File: config.mk
export PLATFORM = sky130hd
export DESIGN_NAME = alu_issue_stage_flat
export DESIGN_NICKNAME = d
export VERILOG_FILES = /design/src/rtl/alu_issue_stage_if.sv /design/src/rtl/alu_issue_stage.sv /design/src/flat_wrapper.sv
export SDC_FILE = /design/constraint.sdc
export NUM_CORES = 1
export LEC_CHECK = 0
export CORE_AREA = 2 2 97 99
export CTS_CLUSTER_DIAMETER = 60
export CTS_CLUSTER_SIZE = 16
export DETAILED_ROUTE_END_ITERATION = 10
export DIE_AREA = 0 0 99 101
export PLACE_DENSITY = 0.9
export SYNTH_ARGS = -nofsm -noshare
export SYNTH_HDL_FRONTEND = slang
export SYNTH_SLANG_ARGS = --single-unit
File: constraint.sdc
create_clock -name clk -period 3.6 [get_ports clk]
set_input_delay 0.36 -clock clk [delete_from_list [all_inputs] [get_ports clk]]
set_output_delay 0.36 -clock clk [all_outputs]
set_load 0.005 [all_outputs]
File: src/rtl/alu_issue_stage_if.sv
// Bundle interface between register-read, the ALU issue stage and EX.
interface alu_issue_stage_if;
    localparam int unsigned XLEN = 32;
    localparam int unsigned REGW = 5;
    localparam int unsigned FUNCW = 3;

    logic               flush;
    logic               in_valid;
    logic               in_ready;
    logic [XLEN-1:0]    instr;
    logic [XLEN-1:0]    pc;
    logic [XLEN-1:0]    rs1_data;
    logic [XLEN-1:0]    rs2_data;
    logic               out_valid;
    logic               out_ready;
    logic [FUNCW-1:0]   alu_func;
    logic               alu_sub_en;
    logic [XLEN-1:0]    alu_din1;
    logic [XLEN-1:0]    alu_din2;
    logic [REGW-1:0]    rd;
    logic               rd_we;
    logic               illegal;

    // Upstream/downstream environment view.
    modport master (
        output flush, in_valid, instr, pc, rs1_data, rs2_data, out_ready,
        input  in_ready, out_valid, alu_func, alu_sub_en, alu_din1, alu_din2,
               rd, rd_we, illegal
    );

    // Issue-stage view.
    modport slave (
        input  flush, in_valid, instr, pc, rs1_data, rs2_data, out_ready,
        output in_ready, out_valid, alu_func, alu_sub_en, alu_din1, alu_din2,
               rd, rd_we, illegal
    );
endinterface

File: src/rtl/alu_issue_stage.sv
// RV32I ALU-class decode/issue stage: one pipeline register with stall and flush.
module alu_issue_stage (
    input  logic              clk,
    input  logic              rst,
    alu_issue_stage_if.slave  bus
);
    localparam int unsigned XLEN  = 32;
    localparam int unsigned REGW  = 5;
    localparam int unsigned FUNCW = 3;

    localparam logic [6:0] OPC_OP     = 7'b0110011;
    localparam logic [6:0] OPC_OP_IMM = 7'b0010011;
    localparam logic [6:0] OPC_LUI    = 7'b0110111;
    localparam logic [6:0] OPC_AUIPC  = 7'b0010111;
    localparam logic [6:0] F7_BASE    = 7'b0000000;
    localparam logic [6:0] F7_ALT     = 7'b0100000;
    localparam logic [2:0] F3_SLT     = 3'b010;
    localparam logic [2:0] F3_ADD     = 3'b000;

    logic [6:0]       opcode;
    logic [2:0]       funct3;
    logic [6:0]       funct7;
    logic [REGW-1:0]  rd_field;
    logic [XLEN-1:0]  imm_i;
    logic [XLEN-1:0]  imm_u;
    logic             is_shift;

    logic             dec_legal;
    logic [FUNCW-1:0] dec_func;
    logic             dec_sub;
    logic [XLEN-1:0]  dec_din1;
    logic [XLEN-1:0]  dec_din2;
    logic             dec_rd_we;
    logic             load;

    // Instruction field extraction.
    assign opcode   = bus.instr[6:0];
    assign funct3   = bus.instr[14:12];
    assign funct7   = bus.instr[31:25];
    assign rd_field = bus.instr[11:7];
    assign imm_i    = {{(XLEN-12){bus.instr[31]}}, bus.instr[31:20]};
    assign imm_u    = {bus.instr[31:12], 12'b0};
    assign is_shift = (funct3[1:0] == 2'b01);

    // Accept whenever the register is empty or being drained this cycle.
    assign bus.in_ready = !bus.out_valid || bus.out_ready;
    assign load         = bus.in_valid && bus.in_ready;

    // Decode into ALU function/operands; anything unrecognised stays at the zeroed illegal bundle.
    always_comb begin
        dec_legal = 1'b0;
        dec_func  = '0;
        dec_sub   = 1'b0;
        dec_din1  = '0;
        dec_din2  = '0;
        case (opcode)
            OPC_OP: begin
                if ((funct3 != F3_SLT) &&
                    ((funct7 == F7_BASE) || ((funct7 == F7_ALT) && (funct3 == F3_ADD)))) begin
                    dec_legal = 1'b1;
                    dec_func  = funct3;
                    dec_sub   = (funct7 == F7_ALT);
                    dec_din1  = bus.rs1_data;
                    dec_din2  = bus.rs2_data;
                end
            end
            OPC_OP_IMM: begin
                if ((funct3 != F3_SLT) && (!is_shift || (funct7 == F7_BASE))) begin
                    dec_legal = 1'b1;
                    dec_func  = funct3;
                    dec_din1  = bus.rs1_data;
                    dec_din2  = imm_i;
                end
            end
            OPC_LUI: begin
                dec_legal = 1'b1;
                dec_din2  = imm_u;
            end
            OPC_AUIPC: begin
                dec_legal = 1'b1;
                dec_din1  = bus.pc;
                dec_din2  = imm_u;
            end
            default: begin
            end
        endcase
        dec_rd_we = dec_legal && (rd_field != '0);
    end

    // Issue register: flush beats load, load beats drain; data holds unless loaded.
    always_ff @(posedge clk) begin
        if (rst) begin
            bus.out_valid  <= 1'b0;
            bus.alu_func   <= '0;
            bus.alu_sub_en <= 1'b0;
            bus.alu_din1   <= '0;
            bus.alu_din2   <= '0;
            bus.rd         <= '0;
            bus.rd_we      <= 1'b0;
            bus.illegal    <= 1'b0;
        end else if (bus.flush) begin
            bus.out_valid  <= 1'b0;
        end else if (load) begin
            bus.out_valid  <= 1'b1;
            bus.alu_func   <= dec_func;
            bus.alu_sub_en <= dec_sub;
            bus.alu_din1   <= dec_din1;
            bus.alu_din2   <= dec_din2;
            bus.rd         <= rd_field;
            bus.rd_we      <= dec_rd_we;
            bus.illegal    <= !dec_legal;
        end else if (bus.out_valid && bus.out_ready) begin
            bus.out_valid  <= 1'b0;
        end
    end
endmodule

File: src/flat_wrapper.sv
// flat-port wrapper written by rule: the top's interface ports become plain ports
module alu_issue_stage_flat 
  (clk, rst, bus_flush, bus_in_valid, bus_instr, bus_pc, bus_rs1_data, bus_rs2_data, bus_out_ready, bus_in_ready, bus_out_valid, bus_alu_func, bus_alu_sub_en, bus_alu_din1, bus_alu_din2, bus_rd, bus_rd_we, bus_illegal);
  alu_issue_stage_if bus_i ();
  input  logic clk;
  input  logic rst;
  input wire logic [$bits(bus_i.flush)-1:0] bus_flush;
  input wire logic [$bits(bus_i.in_valid)-1:0] bus_in_valid;
  input wire logic [$bits(bus_i.instr)-1:0] bus_instr;
  input wire logic [$bits(bus_i.pc)-1:0] bus_pc;
  input wire logic [$bits(bus_i.rs1_data)-1:0] bus_rs1_data;
  input wire logic [$bits(bus_i.rs2_data)-1:0] bus_rs2_data;
  input wire logic [$bits(bus_i.out_ready)-1:0] bus_out_ready;
  output wire logic [$bits(bus_i.in_ready)-1:0] bus_in_ready;
  output wire logic [$bits(bus_i.out_valid)-1:0] bus_out_valid;
  output wire logic [$bits(bus_i.alu_func)-1:0] bus_alu_func;
  output wire logic [$bits(bus_i.alu_sub_en)-1:0] bus_alu_sub_en;
  output wire logic [$bits(bus_i.alu_din1)-1:0] bus_alu_din1;
  output wire logic [$bits(bus_i.alu_din2)-1:0] bus_alu_din2;
  output wire logic [$bits(bus_i.rd)-1:0] bus_rd;
  output wire logic [$bits(bus_i.rd_we)-1:0] bus_rd_we;
  output wire logic [$bits(bus_i.illegal)-1:0] bus_illegal;
  assign bus_i.flush = bus_flush;
  assign bus_i.in_valid = bus_in_valid;
  assign bus_i.instr = bus_instr;
  assign bus_i.pc = bus_pc;
  assign bus_i.rs1_data = bus_rs1_data;
  assign bus_i.rs2_data = bus_rs2_data;
  assign bus_i.out_ready = bus_out_ready;
  assign bus_in_ready = bus_i.in_ready;
  assign bus_out_valid = bus_i.out_valid;
  assign bus_alu_func = bus_i.alu_func;
  assign bus_alu_sub_en = bus_i.alu_sub_en;
  assign bus_alu_din1 = bus_i.alu_din1;
  assign bus_alu_din2 = bus_i.alu_din2;
  assign bus_rd = bus_i.rd;
  assign bus_rd_we = bus_i.rd_we;
  assign bus_illegal = bus_i.illegal;
  alu_issue_stage u_core (.clk(clk), .rst(rst), .bus(bus_i));
endmodule
==> impl_metrics.yaml <==
place:
  dp_hpwl_um: 8810
  portBuffers: 209
  routabilityCongestion: 0.929
timing:
  finalSetupViolCount: 0
  max_freq_ghz: 0.405
  hold_viol: 0
  clock_skew_ns: 0.00785
  rsz0062_at_grt: "no"
  min_period_ns: 2.47
  finalCritPeriodShare_pct: 68.6
  tightest_slew_ns: 0.830
  drv_slew: 0
  whs_ns: 0.452
  tns_ns: 0
  slew_headroom_pct: 44.6
setup_path:
  path_delay_family: "simple AND/OR/NAND/NOR gates"
  crit_type: "in -> reg"
  max_stage_delay_ns: 0.53
  worstPathCellList: "clkdlybuf4s50_1 > nor2b_4 > or4_1 > buf_4 > or2_4 > o21ba_4 > a22o_1"
  critPathArrivalTime_ns: 2.75
  cp.required_ns: 3.88
  critPathMaxFanout: 35
  slowest_stage: "o21ba_4"
  cp-start-kind: "input pin"
  path_buf_inv: 2
  end_kind: "flop"
clock_network:
  clk_latency_ns: 0.33
  cts_resized: 0
  cts_tree: "yes"
  cts_sinks: 76
  cts.hold.buffers_added: 0
  cts_buffers: 9
  cts-htree-levels: 3
  clock-root-buffer: "clkbuf_8"
  postCtsSetupBuffers: 0
  clk_pin_slew_ns: 0.07
  cts.path.max_buffers: 2
floorplan:
  die_w_um: 99
  num_io_pins: 210
  die_y_um: 101
  initial_core_util_pct: 39.1
  core_um2: 8980
  die_area_um2: 10000
  rows: 35
global_routing:
  grt_pass1_vias: 3987
  groute.usage.overall_pct: 23.8
  grt_start_max_net_pins: 43
  grt_overflow: 0
  antenna_found_initial: 0
  grt_pass1_wl_um: 19000
logic_synthesis:
  synth.avg_cell_area_um2: 8.32
  synthMuxAreaShare_pct: 0
  synthCells: 422
  synth_compound_area_share_pct: 28.8
  yosys.area_share.simple_pct: 21.2
  synth_top_family_by_area: "compound AO/OA/AOI/OAI gates"
  ys_warn_count: 0
  ys_types: 41
  ys_ff_latch: 76
  dominantRegCellSynth: "dfxtp_1"
  synth_edf_count: 0
  synthXorXnorAreaFrac_pct: 0
  synth_area_um2: 3510
  ys_seq_area_share_pct: 43.3
  synth_adder_area_share_pct: 0
  synth-async-reset-ratio_pct: 0
  syn_nets: 555
route:
  routed_wirelength_um: 12100
  drtPass1Iterations: 4
  dr_total_vias: 4017
  drc: 0
  vias_per_cell: 5.53
  wire_per_inst_um: 16.7
  drt-initial-drc-count: 119
  ant_nets: 0
cells_and_area:
  area.growth.synth_to_final_pct: 65.0
  insertedDiodeCount: 0
  final_nets: 744
  drive_gt1_share_pct: 5.37
  fillCellCount: 711
run:
  maxCapViolations: 0
outcome:
  status: "completed"
pwr:
  p_per_area_nw_per_um2: 298
  peakVddDrop_mv: 0.184
  leakagePower_uw: 0.00213
hold_path:
  min_path_type: "reg -> reg"
==> layer usage <==
metal  wire [um]  track usage (%)  vias up  part of all wire (%)
met5           0                0        -                     0
met4         385             12.3        0                   3.2
met3        1280             7.77       36                    11
met2        5890             40.0      220                    49
met1        4560             27.0     1853                    38
li1            -                -     1908                     -
==> per-stage QoR <==
stage	setup slack [ns]	utilization [%]	cell area (um2)	std cells	power, uW
floorplan	1.67	-	3510	422	916
global placement	0.790	62.4	5600	711	1100
detailed placement	0.775	62.4	5600	711	1100
CTS	1.12	64.5	5790	726	1740
global route	0.999	64.5	5790	726	1790
finish	1.13	64.5	5790	726	1730
==> cells by family (layout without fill, tap and decap cells) <==
| group | Yosys count | after routing |
|---|---|---|
| simple gates | 161 | 161 |
| compound gates | 143 | 143 |
| flops | 76 | 76 |
| buf+inv | 42 | 235 |
==> worst reg2reg max path, cell delays in order (launching register included) <==
cell and delay (ns):
dfxtp_1 0.32, nor2b_4 0.14, or4_1 0.49, buf_4 0.23, or2_4 0.34, o21ba_4 0.53
a22o_1 0.22
==> synthesized netlist by cell type, drive strengths merged, types with 3 or more instances <==
cell type / number / area (um2)
nor2: 9 / 33.8
dfxtp: 76 / 1520
clkbuf: 26 / 97.6
a22o: 3 / 26.3
o21ai: 12 / 60.1
nand3: 32 / 160
a22oi: 11 / 82.6
buf: 14 / 131
a21oi: 40 / 200
a221oi: 39 / 342
nand2: 98 / 368
nor3: 3 / 15.0
a21o: 32 / 240
==> flip-flops by register name, summed over array words and instances (netlist names) <==
| signal | flops |
|---|---|
| u_core.bus.rd_we | 1 |
| u_core.bus.illegal | 1 |
| u_core.bus.out_valid | 1 |
| u_core.bus.alu_sub_en | 1 |
| u_core.bus.alu_din2 | 32 |
| u_core.bus.alu_din1 | 32 |
| u_core.bus.rd | 5 |
| u_core.bus.alu_func | 3 |
==> power by group <==
group          switching, uW  leakage [uW]  internal [uW]
logic                   86.0       0.00142            148
registers               2.25      0.000613            844
clock network            310     0.0000996            336
==> path summary, 6_finish.rpt <==
kind / slack [ns] / cells past startpoint / to / start
worst max-delay path: 1.13 / 7 / u_core.bus.alu_func[2] / bus_out_ready
worst min-delay path: 0.45 / 2 / u_core.bus.alu_din2[4] / u_core.bus.alu_din2[4]
worst max register to register: 1.27 / 6 / u_core.bus.alu_func[2] / u_core.bus.out_valid
worst min register to register: 0.45 / 2 / u_core.bus.alu_din2[4] / u_core.bus.alu_din2[4]
==> layout by cell type, fill, tap and decap left out, types with 2 or more instances in the layout <==
cell,count
a21o_1,32
a21oi_1,40
a221oi_1,39
a22o_1,3
a22oi_1,11
buf_4,8
clkbuf_8,10
clkdlybuf4s50_1,208
clkinv_2,2
dfxtp_1,76
inv_1,2
nand2_1,98
nand3_1,32
nand3b_1,2
nor2_1,8
nor3_1,3
o21ai_1,11
or4_1,2
==> area by class of cell <==
type / count / area (um2) / share of cell area, %
Sequential cell: 76 / 1520 / 26.3
Inverter: 2 / 7.51 / 0.130
Timing Repair Buffer: 218 / 2170 / 37.4
Clock buffer: 11 / 141 / 2.44
Tap cell: 111 / 139 / 2.40
Multi-Input combinational cell: 304 / 1770 / 30.5
Clock inverter: 4 / 48.8 / 0.842
Power figures use the tool's default switching activity.
